--- src/rtl/div_pkg.sv ---
// Shared types and constants for the sequential radix-2 divider.
package div_pkg;

  localparam int unsigned DefaultWidth = 8;

  typedef enum logic [1:0] {
    StIdle,
    StCalc,
    StDone
  } div_state_e;

endpackage

--- src/rtl/div_step.sv ---
// One combinational restoring-division step: shift in a dividend bit, trial-subtract, select.
module div_step
  import div_pkg::*;
#(
  parameter int unsigned WIDTH = DefaultWidth
) (
  input  logic [WIDTH-1:0] rem_i,
  input  logic             bit_i,
  input  logic [WIDTH-1:0] divisor_i,
  output logic [WIDTH-1:0] rem_o,
  output logic             quot_bit_o
);

  logic [WIDTH:0]   shifted;
  logic [WIDTH+1:0] trial;

  // The extra top bit of the trial difference is the borrow.
  always_comb begin
    shifted    = {rem_i, bit_i};
    trial      = {1'b0, shifted} - {2'b00, divisor_i};
    quot_bit_o = ~trial[WIDTH+1];
    rem_o      = quot_bit_o ? WIDTH'(trial) : WIDTH'(shifted);
  end

endmodule

--- src/rtl/seq_divider.sv ---
// Sequential radix-2 restoring divider with valid/ready handshakes.
// Define SEQ_DIVIDER_SIGNED_EN for two's-complement operands and results.
module seq_divider
  import div_pkg::*;
#(
  parameter int unsigned WIDTH = DefaultWidth
) (
  input  logic             clk,
  input  logic             rst,
  input  logic             in_valid,
  output logic             in_ready,
  input  logic [WIDTH-1:0] dividend,
  input  logic [WIDTH-1:0] divisor,
  output logic             out_valid,
  input  logic             out_ready,
  output logic [WIDTH-1:0] quotient,
  output logic [WIDTH-1:0] remainder,
  output logic             div_by_zero
);

  localparam int unsigned CntW = $clog2(WIDTH);

  div_state_e       state_q;
  logic [WIDTH-1:0] rem_q, quot_q, dvsr_q, dvnd_q;
  logic [CntW-1:0]  cnt_q;
  logic             fin_q;
  logic [WIDTH-1:0] step_rem;
  logic             step_bit;
  logic [WIDTH-1:0] a_mag, b_mag, q_fix, r_fix;

`ifdef SEQ_DIVIDER_SIGNED_EN
  logic q_neg_q, r_neg_q;

  assign a_mag = dividend[WIDTH-1] ? -dividend : dividend;
  assign b_mag = divisor[WIDTH-1] ? -divisor : divisor;
  // Quotient truncates toward zero; remainder follows the dividend's sign.
  assign q_fix = q_neg_q ? -quot_q : quot_q;
  assign r_fix = r_neg_q ? -rem_q : rem_q;

  always_ff @(posedge clk) begin
    if (rst) begin
      q_neg_q <= 1'b0;
      r_neg_q <= 1'b0;
    end else if (state_q == StIdle && in_valid) begin
      q_neg_q <= dividend[WIDTH-1] ^ divisor[WIDTH-1];
      r_neg_q <= dividend[WIDTH-1];
    end
  end
`else
  assign a_mag = dividend;
  assign b_mag = divisor;
  assign q_fix = quot_q;
  assign r_fix = rem_q;
`endif

  div_step #(
    .WIDTH(WIDTH)
  ) u_step (
    .rem_i     (rem_q),
    .bit_i     (quot_q[WIDTH-1]),
    .divisor_i (dvsr_q),
    .rem_o     (step_rem),
    .quot_bit_o(step_bit)
  );

  // quot_q starts as the dividend and fills with quotient bits as they shift out.
  always_ff @(posedge clk) begin
    if (rst) begin
      state_q     <= StIdle;
      in_ready    <= 1'b1;
      out_valid   <= 1'b0;
      quotient    <= '0;
      remainder   <= '0;
      div_by_zero <= 1'b0;
      rem_q       <= '0;
      quot_q      <= '0;
      dvsr_q      <= '0;
      dvnd_q      <= '0;
      cnt_q       <= '0;
      fin_q       <= 1'b0;
    end else begin
      unique case (state_q)
        StIdle: begin
          if (in_valid) begin
            state_q  <= StCalc;
            in_ready <= 1'b0;
            rem_q    <= '0;
            quot_q   <= a_mag;
            dvsr_q   <= b_mag;
            dvnd_q   <= dividend;
            cnt_q    <= CntW'(WIDTH - 1);
            fin_q    <= 1'b0;
          end
        end
        StCalc: begin
          if (dvsr_q == '0) begin
            state_q     <= StDone;
            out_valid   <= 1'b1;
            quotient    <= '1;
            remainder   <= dvnd_q;
            div_by_zero <= 1'b1;
          end else if (fin_q) begin
            state_q     <= StDone;
            out_valid   <= 1'b1;
            quotient    <= q_fix;
            remainder   <= r_fix;
            div_by_zero <= 1'b0;
          end else begin
            rem_q  <= step_rem;
            quot_q <= {quot_q[WIDTH-2:0], step_bit};
            cnt_q  <= cnt_q - CntW'(1);
            fin_q  <= (cnt_q == '0);
          end
        end
        StDone: begin
          if (out_ready) begin
            state_q   <= StIdle;
            out_valid <= 1'b0;
            in_ready  <= 1'b1;
          end
        end
        default: begin
          state_q   <= StIdle;
          in_ready  <= 1'b1;
          out_valid <= 1'b0;
        end
      endcase
    end
  end

endmodule

--- config.mk ---
export PLATFORM = sky130hd
export DESIGN_NAME = seq_divider
export DESIGN_NICKNAME = d
export VERILOG_FILES = /design/src/rtl/div_pkg.sv /design/src/rtl/div_step.sv /design/src/rtl/seq_divider.sv
export SDC_FILE = /design/constraint.sdc
export NUM_CORES = 1
export LEC_CHECK = 0
export CORE_ASPECT_RATIO = 0.6
export CORE_MARGIN = 2
export CORE_UTILIZATION = 50
export CTS_CLUSTER_SIZE = 40
export DETAILED_ROUTE_END_ITERATION = 12
export HOLD_SLACK_MARGIN = 0.08
export PLACE_DENSITY = 0.77
export SYNTH_ARGS = -nofsm -noshare
export SYNTH_HDL_FRONTEND = slang
export SYNTH_SLANG_ARGS = --single-unit
--- constraint.sdc ---
create_clock -name clk -period 4.1 [get_ports clk]
set_clock_uncertainty 0.15 [all_clocks]
set_input_delay 0.82 -clock clk [delete_from_list [all_inputs] [get_ports clk]]
set_output_delay 0.82 -clock clk [all_outputs]
set_load 0.01 [all_outputs]
---- Yosys cells after proc, flatten, opt, wreduce, memory -nomap -nowiden ----
Index checks and enable logic that the tools add are counted.
storage, ports and cells
  memories ................................ 0
  latch bits .............................. 0
  RAM bits ................................ 0
  input bits .............................. 20
  logic and storage cells ................. 70
  register bits ........................... 57
  memory bits (read-only) ................. 0
cells by class
  reductions and logical operators ........ 12
  add/sub/neg operators ................... 2
  bitwise operators ....................... 3
  div/mod/pow operators ................... 0
  shifts and indexed selects .............. 0
  multiplexer cells ....................... 34
  magnitude comparators ................... 0
  equal/unequal tests ..................... 7
  $mul .................................... 0
operators with widths
  operator               count
  $mux W8                11
  $pmux W8 S2            2
  $reduce_and A3 Y1      4
  $sub A9 B8 Y10         1
  $mux W1                9
  $mux W3                3
  $logic_not A8 Y1       1
  $mux W2                4
  $ne A2 B2 Y1 const B   4
  $pmux W1 S3            2
  $pmux W2 S3            1
  $pmux W3 S2            1
  $reduce_and A2 Y1      2
  $reduce_and A4 Y1      1
  $reduce_bool A2 Y1     2
  $logic_not A3 Y1       1
  $ne A3 B3 Y1 const B   1
  $not A1 Y1             3
  $sub A3 B1 Y3 const B  1
  $eq A2 B1 Y1 const B   1
  $eq A2 B2 Y1 const B   1
  $logic_not A2 Y1       1
  $pmux W1 S2            1

---- Longest topological paths before layout ----
  depth after elaboration ................. 5
  gate-level depth with buffers ........... 9

---- Cells and area by module ----
From an unflattened synthesis, not the netlist that was laid out.
unflattened totals
  cell total of the unflattened synthesis .. 316
  area total of the unflattened synthesis .. 2,785.2 um^2
modules (own cells, without submodules)
  module       times used  sequential area each (um^2)  cells each  area each (um^2)
  seq_divider  1           1,141.1                      256         2,288.4
  div_step     1           0.0                          60          496.7

---- Worst setup path before layout ----
No wires, ideal clock.
  kind .................................... register to register
  from .................................... reg dvsr_q[6]
  to ...................................... reg rem_q[5], in the netlist r_fix[5]
  stages on the path, launching flop included .. 9
  required time ........................... 3.828 ns
  slack ................................... 1.918 ns
  arrival time ............................ 1.911 ns
  setup time .............................. 0.122 ns
  cell sequence ........................... dfxtp_1 > inv_1 > ha_1 > a21o_1 > a221o_1 > nor2_2 > buf_6 > nor2_2 > a221o_1
on the way
  word-level cells in the longest chain between the ends .. 5
  elaborated cells between the ends (all ways) .. 8
RTL lines
  element                 line                source
  from (decl)             seq_divider.sv:24   logic [WIDTH-1:0] rem_q, quot_q, dvsr_q, dvnd_q;
  from (signal assigned)  seq_divider.sv:89   dvsr_q <= b_mag;
  $sub A9 B8 Y10          div_step.sv:20      trial = {1'b0, shifted} - {2'b00, divisor_i};
  $mux W8                 div_step.sv:22      rem_o = quot_bit_o ? WIDTH'(trial) : WIDTH'(shifted);
  $mux W8                 seq_divider.sv:102  end else if (fin_q) begin
  $mux W8                 seq_divider.sv:96   if (dvsr_q == '0) begin
  $pmux W8 S2             seq_divider.sv:82   unique case (state_q)
  to (signal assigned)    seq_divider.sv:109  rem_q <= step_rem;
  to (decl)               seq_divider.sv:24
Parallel ways exist; a longest one is shown, timed or not. The select of a mux whose other input is x is not followed.
A chain may end at the register's enable or synchronous reset.

---- Worst setup path after layout ----
  from .................................... reg dvsr_q[6]
  to ...................................... reg quot_q[0], in the netlist q_fix[0]
on the way
  word-level cells in the longest chain between the ends .. 5
  elaborated cells between the ends (all ways) .. 8
RTL lines
  element               line                source
  $sub A9 B8 Y10        div_step.sv:20
  $not A1 Y1            div_step.sv:21      quot_bit_o = ~trial[WIDTH+1];
  $mux W8               seq_divider.sv:102
  $mux W8               seq_divider.sv:96
  $pmux W8 S2           seq_divider.sv:82
  to (signal assigned)  seq_divider.sv:88   quot_q <= a_mag;
  to (signal assigned)  seq_divider.sv:110  quot_q <= {quot_q[WIDTH-2:0], step_bit};
  to (decl)             seq_divider.sv:24
Parallel ways exist; a longest one is shown, timed or not. The select of a mux whose other input is x is not followed.

==> results.md <==
* Number of levels the H-tree was split into at 3
* Setup TNS at 0 ns
* Layout Nets at 381
* Post-route fraction of the period consumed by the critical path at 0.6211
* Filler cell count in the final layout at 442
* Global Route Usage Sum at 0.2212
* Xor-xnor portion of the synthesized cell area at 0.01621
* First-iteration detailed-routing DRC count at 165
* Die Height at 60.94 um
* Combined flip-flop and latch cell area at 1141 sq um
* Remaining global-route overflow at 0
* Final-report hold violation count at 0
* Half-perimeter wire length of the detailed placement result at 4.539 mm
* Multi-input gate area at 1399 sq um
* DRC viols at 0
* Area of the core region at 5130 sq um
* Depth of the worst register-to-register path at 7
* Worst slew margin relative to its limit at 0.5647
* Required arrival time at the worst endpoint at 4.18 ns
* Master cell of the clock root buffer: clkbuf_8
* Antenna violations before repair at 0
* End of the worst register-to-register path: q_fix[0]
* Count of state elements after synthesis at 57
* Via count of the first global-routing pass at 2159
* Combinational family with the most area after synthesis: compound AO/OA/AOI/OAI gates
* Post-layout worst setup margin at 1.553 ns
* Proportion of synthesized area in mux cells at 0.04447
* Static leakage at 1.270 nW
* Number of cell rows at 20
* Simple-gate area share of the yosys netlist at 0.1945
* Routed wire length per instance at 15.10 um
* Outcome: completed
* # IOs at 39
* Clock insertion delay at the later pin of the skew report at 0.33 ns
* Antenna Diode Count at 0
* Number of hold-repair buffers added at the cts stage at 0
* Top-area cell type share of the netlist area at 0.4224
* Syn Std Cell Area at 2701 sq um
* Count of distinct cell types in the synthesized netlist at 50
* Number of buffers created by CTS at 9
* Post-place setup slack at 1.385 ns
* Yosys warning total at 0
* Kind of end point of the critical path: flop
* DIE AREA at 6026 sq um
* Number of standard cells after synthesis at 317
* Data arrival time of the critical path at 2.63 ns
* Worst supply voltage drop on vdd at 0.2147 mV
* Highest achievable clock rate at 392.7 MHz
* Total number of vias at 2319
* Max Root-Sink Buffers at 2
* Fraction of the mapped netlist area in adder cells at 0.05373
* RSZ-0062 raised after global routing: no
* RR Startpoint: dvsr_q[6]
* Total wire length at 6.343 mm
* TritonCTS clock tree: done
* Sequential fraction of the synthesis area at 0.4224
* Fraction of the mapped netlist area in compound gates at 0.2070
* Synthesis-to-finish area growth at 22.28%
* Transition time at the pin with the least slew margin at 0.6530 ns
* Pins Over Slew Limit at 0
* Worst setup path endpoint: q_fix[0]
* Kind of path behind the tightest hold check: reg2reg
* TritonRoute pass-1 iters at 4
* CTS sink count at 57
* Worst hold slack after final layout at 0.3087 ns
* Crit start category: flop
* Starting Density at 0.5266
* Post-layout util at 0.6439
* Syn Nets at 348
* Library cell occupying the most area in the post-synthesis netlist: dfxtp_1
* Register-to-register setup slack at 1.55 ns
* Maximum number of pins on one net before global-route repair at 23
* Setup-violating endpoint count in the final report at 0
* Horizontal die dimension at 98.89 um
* Global-route wire length before repair at 10.24 mm
* Fraction of final layout cells sized beyond drive strength 1 at 0.1017
* Mean instance size in the synthesized netlist at 8.522 sq um
* Buffers added on ports at 38
* Startpoint of the most critical setup path: dvsr_q[6]
* Number of setup buffers added after CTS at 0
* Clock period minus final worst setup slack at 2.547 ns
* Biggest fanout along the worst timing path at 11
* Ratio of total power to cell area at 483.7 nW/um^2
* Number of maximum-capacitance violations at 0
* Critical path class: reg2reg
* Clock-pin slew on the worst setup and hold paths at 0.07 ns
* Total power of the final layout at 1.598 mW
* Post-route ant nets at 0
* Quantity of gates resized following cts at 0
* Cell types occupying the most area after synthesis: dfxtp_1, nand2_1, ha_1, mux2i_1, nor2_1
* Final Wtd Congestion at 0.8101
* Routed via count divided by cell count at 5.521
## worst max-delay path, stage by stage (launching register included)
cell,delay (ns)
dfxtp_1,0.36
inv_1,0.06
ha_1,0.37
a21o_1,0.26
a221o_1,0.37
nor2_2,0.45
a2111oi_0,0.21
a31o_1,0.22
## per-stage QoR
| stage | std cells | cell area (sq um) |
|---|---|---|
| floorplan | 317 | 2701 |
| global placement | 405 | 3089 |
| detailed placement | 405 | 3089 |
| CTS | 420 | 3303 |
| global route | 420 | 3303 |
| finish | 420 | 3303 |
## final cells by class
cell class                      count  area share
Inverter                           15     0.01705
Tap cell                           66     0.02500
Timing Repair Buffer               42      0.1242
Clock inverter                      2     0.01061
Sequential cell                    57      0.3455
Multi-Input combinational cell    225      0.4235
Clock buffer                       13     0.05417
## state kept, by name, summed over array words and instances (netlist names)
| signal | flops |
|---|---|
| quotient | 8 |
| dvnd_q | 8 |
| dvsr_q | 8 |
| r_fix | 8 |
| fin_q | 1 |
| cnt_q | 3 |
| q_fix | 8 |
| in_ready | 1 |
| out_valid | 1 |
| div_by_zero | 1 |
| remainder | 8 |
| state_q | 2 |
## synthesized netlist by cell type (all sizes together)
cell type	instances
fa	1
nor2	33
nor4	3
a311oi	10
ha	10
o21a	1
and3	6
or2	1
nand4	1
inv	15
a31o	2
clkbuf	7
a2111oi	2
o21ai	3
nor3	1
nand2	67
nand3b	1
a21oi	21
and2	2
o2bb2ai	4
dfxtp	57
xor2	3
nor3b	1
buf	13
xnor2	2
a21o	3
o21bai	1
mux2i	12
nand3	1
a31oi	10
a211oi	11
o22ai	1
nand2b	2
a22o	1
o311a	1
nor2b	1
a2111o	1
a221o	3
a211o	2
## how the worst min path moves through the flow
stage               from   endpoint  slack (ns)  cells after the start
2_1_floorplan  dvnd_q[1]  dvnd_q[1]        0.29                      2
3_3_place_gp   dvnd_q[7]  dvnd_q[7]        0.30                      2
3_5_place_dp   dvnd_q[7]  dvnd_q[7]        0.30                      2
4_1_cts        dvnd_q[7]  dvnd_q[7]        0.31                      2
5_1_grt        dvnd_q[7]  dvnd_q[7]        0.33                      2
6_report       dvnd_q[7]  dvnd_q[7]        0.31                      2
## layout by cell type, fill, tap and decap left out, drive strengths merged, types with 4 or more instances in the layout
cell	netlist	layout
inv	15	15
and3	6	6
clkbuf	7	13
a311oi	10	10
a21oi	21	21
o2bb2ai	4	4
clkdlybuf4s50	0	38
a31oi	10	10
mux2i	12	12
nor2	33	33
buf	13	4
a211oi	11	11
dfxtp	57	57
ha	10	10
nand2	67	67
## power by group
| part | internal (mW) | switching (mW) | total (mW) |
|---|---|---|---|
| clock | 0.342 | 0.207 | 0.549 |
| sequential | 0.611 | 0.0431 | 0.654 |
| combinational | 0.178 | 0.216 | 0.394 |
## cells by family (layout without fill, tap and decap cells)
| group | Yosys count | after routing |
|---|---|---|
| compound gates | 77 | 77 |
| xor+xnor | 5 | 5 |
| fa+ha+maj | 11 | 11 |
| buf+inv | 35 | 72 |
| flops | 57 | 57 |
| mux | 12 | 12 |
| simple gates | 120 | 120 |
## per-layer routing
metal  vias to the layer above  GRT usage  wire length [um]
met2                        56     0.3243              2614
li1                       1182          -                 -
met4                         0    0.06458                45
met3                         5    0.06452               346
met1                      1076     0.3193              3337
met5                         -          0                 0
(Power assumes the default switching activity.)
